$ cat config.mk
export PLATFORM = sky130hd
export DESIGN_NAME = dcache_ctrl
export DESIGN_NICKNAME = d
export VERILOG_FILES = /design/src/rtl/dcache_pkg.sv /design/src/rtl/dcache_line_merge.sv /design/src/rtl/dcache_ctrl.sv
export SDC_FILE = /design/constraint.sdc
export NUM_CORES = 2
export LEC_CHECK = 0
export CAP_MARGIN = 15
export CORE_AREA = 2 2 475 477
export DETAILED_ROUTE_END_ITERATION = 7
export DIE_AREA = 0 0 477 479
export PLACE_DENSITY = 0.44
export SLEW_MARGIN = 25
export SYNTH_ARGS = -nofsm -noshare
export SYNTH_HDL_FRONTEND = slang
export SYNTH_SLANG_ARGS = --single-unit
$ cat constraint.sdc
create_clock -name clk_i -period 4.47 [get_ports clk_i]
set_clock_uncertainty 0.05 [all_clocks]
set_input_delay 0.447 -clock clk_i [delete_from_list [all_inputs] [get_ports clk_i]]
set_output_delay 0.447 -clock clk_i [all_outputs]
set_load 0.01 [all_outputs]
$ cat src/rtl/dcache_pkg.sv
// rtl/dcache_pkg.sv - shared types, field positions and helpers for the data-cache controller
package dcache_pkg;

    typedef enum logic [1:0] {
        S_IDLE,
        S_WRITEBACK,
        S_REFILL,
        S_FILL
    } state_e;

    localparam int TAG_HI    = 31;
    localparam int TAG_LO    = 9;
    localparam int IDX_HI    = 8;
    localparam int IDX_LO    = 5;
    localparam int WORD_HI   = 4;
    localparam int WORD_LO   = 2;
    localparam int TAG_W     = TAG_HI - TAG_LO + 1;
    localparam int IDX_W     = IDX_HI - IDX_LO + 1;
    localparam int WORD_W    = WORD_HI - WORD_LO + 1;
    localparam int VALID_BIT = 24;
    localparam int DIRTY_BIT = 23;
    localparam int STAG_W    = 25;
    localparam int LINE_W    = 256;

    function automatic logic [STAG_W-1:0] make_tag(input logic dirty, input logic [TAG_W-1:0] tag);
        return {1'b1, dirty, tag};
    endfunction

    function automatic logic [31:0] line_addr(input logic [TAG_W-1:0] tag, input logic [IDX_W-1:0] idx);
        return {tag, idx, 5'b0};
    endfunction

endpackage

$ cat src/rtl/dcache_line_merge.sv
// rtl/dcache_line_merge.sv - word extract and word insert on a 256-bit cache line
module dcache_line_merge
    import dcache_pkg::*;
(
    input  logic [LINE_W-1:0] line_i,
    input  logic [WORD_W-1:0] word_sel_i,
    input  logic [31:0]       word_i,
    output logic [31:0]       word_o,
    output logic [LINE_W-1:0] line_o
);

    logic [7:0] bit_off;

    assign bit_off = {word_sel_i, 5'b0};
    assign word_o  = line_i[bit_off +: 32];

    always_comb begin
        line_o                = line_i;
        line_o[bit_off +: 32] = word_i;
    end

endmodule

$ cat src/rtl/dcache_ctrl.sv
// rtl/dcache_ctrl.sv - 2-way data-cache controller: hit service, write-back and refill sequencing
module dcache_ctrl
    import dcache_pkg::*;
#(
    parameter int MEM_LAT_MAX = 1023
) (
    input  logic                clk_i,
    input  logic                rst_i,
    input  logic                cpu_req_i,
    input  logic                cpu_write_i,
    input  logic [31:0]         cpu_addr_i,
    input  logic [31:0]         cpu_data_i,
    output logic [31:0]         cpu_data_o,
    output logic                cpu_stall_o,
    output logic                sram_enable_o,
    output logic                sram_write_o,
    output logic [IDX_W-1:0]    sram_addr_o,
    output logic [STAG_W-1:0]   sram_tag_o,
    output logic [LINE_W-1:0]   sram_data_o,
    input  logic [STAG_W-1:0]   sram_tag_i,
    input  logic [LINE_W-1:0]   sram_data_i,
    input  logic                sram_hit_i,
    output logic                mem_enable_o,
    output logic                mem_write_o,
    output logic [31:0]         mem_addr_o,
    output logic [LINE_W-1:0]   mem_data_o,
    input  logic [LINE_W-1:0]   mem_data_i,
    input  logic                mem_ack_i,
    output logic                err_o
);

    // err_o is registered, so the trip point is one count early to land in the MEM_LAT_MAX-th wait cycle
    localparam logic [31:0] WD_TRIP = 32'(MEM_LAT_MAX - 1);

    state_e              state_q, state_d;
    logic [TAG_W-1:0]    cpu_tag_q, cpu_tag_d;
    logic [IDX_W-1:0]    idx_q, idx_d;
    logic [LINE_W-1:0]   victim_data_q, victim_data_d;
    logic [LINE_W-1:0]   fill_line_q, fill_line_d;
    logic                mem_en_q, mem_en_d;
    logic                mem_we_q, mem_we_d;
    logic [31:0]         mem_addr_q, mem_addr_d;
    logic [31:0]         wd_cnt_q, wd_cnt_d;
    logic                err_q, err_d;

    logic [TAG_W-1:0]    req_tag;
    logic [IDX_W-1:0]    req_idx;
    logic [WORD_W-1:0]   req_word;
    logic [31:0]         hit_word;
    logic [LINE_W-1:0]   merged_line;
    logic                in_idle;
    logic                waiting;
    logic                unused_byte_bits;

    assign req_tag          = cpu_addr_i[TAG_HI:TAG_LO];
    assign req_idx          = cpu_addr_i[IDX_HI:IDX_LO];
    assign req_word         = cpu_addr_i[WORD_HI:WORD_LO];
    assign unused_byte_bits = ^cpu_addr_i[1:0];
    assign in_idle          = (state_q == S_IDLE);
    assign waiting          = (state_q == S_WRITEBACK) || (state_q == S_REFILL);

    dcache_line_merge u_merge (
        .line_i     (sram_data_i),
        .word_sel_i (req_word),
        .word_i     (cpu_data_i),
        .word_o     (hit_word),
        .line_o     (merged_line)
    );

    always_comb begin
        state_d       = state_q;
        cpu_tag_d     = cpu_tag_q;
        idx_d         = idx_q;
        victim_data_d = victim_data_q;
        fill_line_d   = fill_line_q;
        mem_en_d      = mem_en_q;
        mem_we_d      = mem_we_q;
        mem_addr_d    = mem_addr_q;
        wd_cnt_d      = wd_cnt_q;
        err_d         = err_q;
        sram_enable_o = 1'b0;
        sram_write_o  = 1'b0;
        sram_addr_o   = '0;
        sram_tag_o    = '0;
        sram_data_o   = '0;
        cpu_data_o    = '0;

        case (state_q)
            S_IDLE: begin
                if (cpu_req_i) begin
                    sram_enable_o = 1'b1;
                    sram_addr_o   = req_idx;
                    sram_tag_o    = make_tag(1'b0, req_tag);
                    if (sram_hit_i) begin
                        if (cpu_write_i) begin
                            sram_write_o = 1'b1;
                            sram_tag_o   = make_tag(1'b1, req_tag);
                            sram_data_o  = merged_line;
                        end else begin
                            cpu_data_o = hit_word;
                        end
                    end else begin
                        cpu_tag_d     = req_tag;
                        idx_d         = req_idx;
                        victim_data_d = sram_data_i;
                        mem_en_d      = 1'b1;
                        wd_cnt_d      = '0;
                        if (sram_tag_i[VALID_BIT] && sram_tag_i[DIRTY_BIT]) begin
                            state_d    = S_WRITEBACK;
                            mem_we_d   = 1'b1;
                            mem_addr_d = line_addr(sram_tag_i[TAG_W-1:0], req_idx);
                        end else begin
                            state_d    = S_REFILL;
                            mem_we_d   = 1'b0;
                            mem_addr_d = line_addr(req_tag, req_idx);
                        end
                    end
                end
            end
            S_WRITEBACK: begin
                if (mem_ack_i) begin
                    state_d    = S_REFILL;
                    mem_we_d   = 1'b0;
                    mem_addr_d = line_addr(cpu_tag_q, idx_q);
                    wd_cnt_d   = '0;
                end
            end
            S_REFILL: begin
                if (mem_ack_i) begin
                    state_d     = S_FILL;
                    fill_line_d = mem_data_i;
                    mem_en_d    = 1'b0;
                end
            end
            S_FILL: begin
                sram_enable_o = 1'b1;
                sram_write_o  = 1'b1;
                sram_addr_o   = idx_q;
                sram_tag_o    = make_tag(1'b0, cpu_tag_q);
                sram_data_o   = fill_line_q;
                state_d       = S_IDLE;
            end
            default: state_d = S_IDLE;
        endcase

        if (waiting && !mem_ack_i) begin
            if (wd_cnt_q != '1) begin
                wd_cnt_d = wd_cnt_q + 32'd1;
            end
            if (wd_cnt_d >= WD_TRIP) begin
                err_d = 1'b1;
            end
        end
    end

    always_ff @(posedge clk_i) begin
        if (rst_i) begin
            state_q       <= S_IDLE;
            cpu_tag_q     <= '0;
            idx_q         <= '0;
            victim_data_q <= '0;
            fill_line_q   <= '0;
            mem_en_q      <= 1'b0;
            mem_we_q      <= 1'b0;
            mem_addr_q    <= '0;
            wd_cnt_q      <= '0;
            err_q         <= 1'b0;
        end else begin
            state_q       <= state_d;
            cpu_tag_q     <= cpu_tag_d;
            idx_q         <= idx_d;
            victim_data_q <= victim_data_d;
            fill_line_q   <= fill_line_d;
            mem_en_q      <= mem_en_d;
            mem_we_q      <= mem_we_d;
            mem_addr_q    <= mem_addr_d;
            wd_cnt_q      <= wd_cnt_d;
            err_q         <= err_d;
        end
    end

    assign cpu_stall_o  = (in_idle && cpu_req_i && !sram_hit_i) || !in_idle;
    assign mem_enable_o = mem_en_q;
    assign mem_write_o  = mem_we_q;
    assign mem_addr_o   = mem_addr_q;
    assign mem_data_o   = victim_data_q;
    assign err_o        = err_q;

endmodule

==> impl_metrics.toml <==
[worst_setup_path]
crit_type = "flip-flop to output port"
cp.required_ps = 3970
cp.arrival_ps = 3800
start_kind = "flip-flop"
critPathMaxFanout = 33
endpoint_kind = "output port"

[power_and_ir_drop]
cell_internal_pwr_mw = 13.0
leakagePower_nw = 17.5
power_density_nw_per_um2 = 413
netSwitchingFraction = 0.368
p_sw_mw = 7.57
ir_worst_vdd_mv = 0.264
pwr-share-comb = 0.344
power.share.clock = 0.344
seqPwrFrac = 0.312
power.total_mw = 20.6

[clock_network]
cts_buffers = 84
clock_tree.buffer_depth = 3
clock_sinks = 603
clkLatencyLatePin_ps = 720
cts_tree = "done"
h-tree-depth = 3
clock-root-buffer = "clkbuf_16"
clkTransAtPathRegs_ps = 60
hold_buffers = 0

[cells_and_area]
fin_util = 0.223
layout_commonest_cell = "nand2_1"
drive_above_1_share = 0.0959
area_delta_synth_final_pct = 65.9
fill_cells = 25000
layout.cells.most_common_list = "1508 x nand2_1, 1100 x clkdlybuf4s50_1, 629 x a21oi_1"
nNetsFinal = 5746
final-instance-count-excl-fill = 8215

[synthesis]
ys_ff_latch = 603
async_reset_ff_frac = 0
syn_area_per_cell_um2 = 7.42
syn_inst = 4041
synthesis.area_um2 = 30000
ys.flop_type = "dfxtp_1"
yosysWarnings = 0
ys_seq_area_frac = 0.403
synth.distinct_cells = 62
synth_edf_count = 0

[timing]
final_hold_viol_count = 0
worstMarginPinSlew_ps = 1040
rsz0062_at_grt = "false"
finalMaxSlewViolations = 0
relSlewSlack = 0.306
period_minus_slack_ps = 4290
setup_viol_count_final = 0
hold-worst-slack_ps = 214
tns_ps = 0
max_freq_mhz = 233
period_share = 0.960

[routing]
drc = 0
wl_um = 248000
dr_total_vias = 35200
vias_per_cell = 4.28
wl_per_cell_um = 30.2
first_iter_violations = 2823
drt_pass1_iterations = 6
postRouteAntennaNets = 0

[hold_path]
hold_path_class = "input pin to flip-flop"

[grt]
grt_max_degree = 108
grt_pass1_vias = 34500
grt_first_pass_wirelength_um = 325000
gr-total-overflow = 0
grtUsageTotal = 0.208
antenna_found_initial = 71

[floorplan]
rows = 174
fp.dieH_um = 479
coreArea_um2 = 224000
dieWidth_um = 477
start_util = 0.134
ioPinCount = 1218
die-area_um2 = 228000

[place]
dp_cells = 8036
post-dp-hpwl_um = 199000
port_buffers = 1210
gp_congestion = 0.925

[run]
drv_cap = 0

[status]
outcome = "completed"
[power groups by stage]
stage | Sequential [mW] | Combinational, mW | Clock (mW)
finish | 6.42 | 7.07 | 7.08
CTS | 6.42 | 7.19 | 7.29
floorplan | 6.61 | 2.66 | 0
detailed placement | 6.52 | 7.15 | 0
global placement | 6.50 | 7.14 | 0
global route | 6.49 | 7.51 | 7.45
[sequential cells by signal, summed over array words and instances (netlist names)]
register and count:
fill_line_q 256, idx_q 4, wd_cnt_q 32, err_o 1, mem_data_o 256, mem_write_o 1, cpu_tag_q 23, mem_enable_o 1
mem_addr_o 27, state_q 2
[through the flow]
| stage | cell area, µm² | worst slack, ps |
|---|---|---|
| floorplan | 30000 | 461 |
| global placement | 46800 | 294 |
| detailed placement | 46800 | 360 |
| CTS | 49700 | 157 |
| global route | 49700 | 26.3 |
| finish | 49800 | 177 |
[cells in the mapped netlist, types with 3 or more instances]
library cell / count / area share
o21ai_1: 3 / 0.00050
a21oi_1: 630 / 0.11
nand4b_1: 5 / 0.0015
nand3_1: 21 / 0.0035
and3_1: 8 / 0.0017
nand2_1: 1509 / 0.19
buf_4: 6 / 0.0015
a211oi_1: 10 / 0.0025
buf_1: 30 / 0.0038
ha_1: 7 / 0.0029
xor2_1: 3 / 0.00088
nand3b_1: 5 / 0.0013
a31oi_1: 6 / 0.0013
o21a_1: 3 / 0.00075
o31ai_1: 3 / 0.00075
and4_1: 5 / 0.0015
xnor2_1: 5 / 0.0015
nor2_1: 53 / 0.0066
dfxtp_1: 603 / 0.40
a311oi_1: 4 / 0.0012
or4_1: 3 / 0.00075
nor3_2: 3 / 0.0010
and2_1: 3 / 0.00063
a22oi_1: 4 / 0.0010
nand4_1: 12 / 0.0025
nand2b_1: 8 / 0.0017
nor3_1: 10 / 0.0017
mux4_2: 64 / 0.048
buf_2: 11 / 0.0018
clkbuf_1: 328 / 0.041
or3_1: 8 / 0.0017
inv_1: 13 / 0.0016
o21ai_0: 299 / 0.050
mux2i_1: 285 / 0.095
nor4_1: 3 / 0.00063
a22o_1: 28 / 0.0082
a21o_1: 4 / 0.0010
o211ai_1: 6 / 0.0015
[worst max-delay path: stages (launching register included)]
cell	delay [ps]
dfxtp_1	350
inv_1	100
ha_1	390
nand2_1	210
nor2_2	190
nand3_4	200
buf_12	240
buf_4	300
o21ai_0	310
clkdlybuf4s50_1	680
[cells by family after synthesis]
| logic type | synth area share |
|---|---|
| buf+inv | 0.0498 |
| compound gates | 0.179 |
| other cells | 0.000125 |
| flops | 0.403 |
| simple gates | 0.220 |
| xor+xnor | 0.00234 |
| mux | 0.143 |
| fa+ha+maj | 0.00292 |
[metal layers]
metal	wire length, µm	share of wire	global-route usage	vias to the layer above
met5	307	0.0012	0	-
met2	116000	0.47	0.347	1667
met4	9920	0.040	0.0765	50
met1	98500	0.40	0.244	17300
met3	22800	0.092	0.0726	337
li1	-	-	-	15800
[cell type report]
type | count | area (µm²) | area share
antenna | 21 | 52.6 | 0.00106
clock buffer | 129 | 2470 | 0.0497
clock inverter | 27 | 382 | 0.00767
inverter | 13 | 48.8 | 0.000981
multi-input combinational | 3054 | 16500 | 0.332
sequential | 603 | 12100 | 0.243
tap | 2992 | 3740 | 0.0752
timing repair buffer | 1376 | 14500 | 0.291
[final timing paths]
kind / from / end / slack [ps] / cells after the start
worst min register to register: mem_data_o[36]$_SDFFE_PP0P_ / mem_data_o[36]$_SDFFE_PP0P_ / 400 / 2
worst min-delay path: rst_i / mem_data_o[128]$_SDFFE_PP0P_ / 210 / 2
worst max register to register: wd_cnt_q[1]$_SDFF_PP0_ / err_o$_SDFFE_PP0P_ / 880 / 8
worst max-delay path: state_q[0]$_SDFFE_PP0P_ / sram_data_o[80] / 180 / 9
[what timing repair did]
action | in CTS | in global routing
setup buffers | 2 | 0
gates resized for setup | 2 | 0
setup endpoints to repair | 19 | 0
No activity file was read; power rests on OpenSTA's default activity.
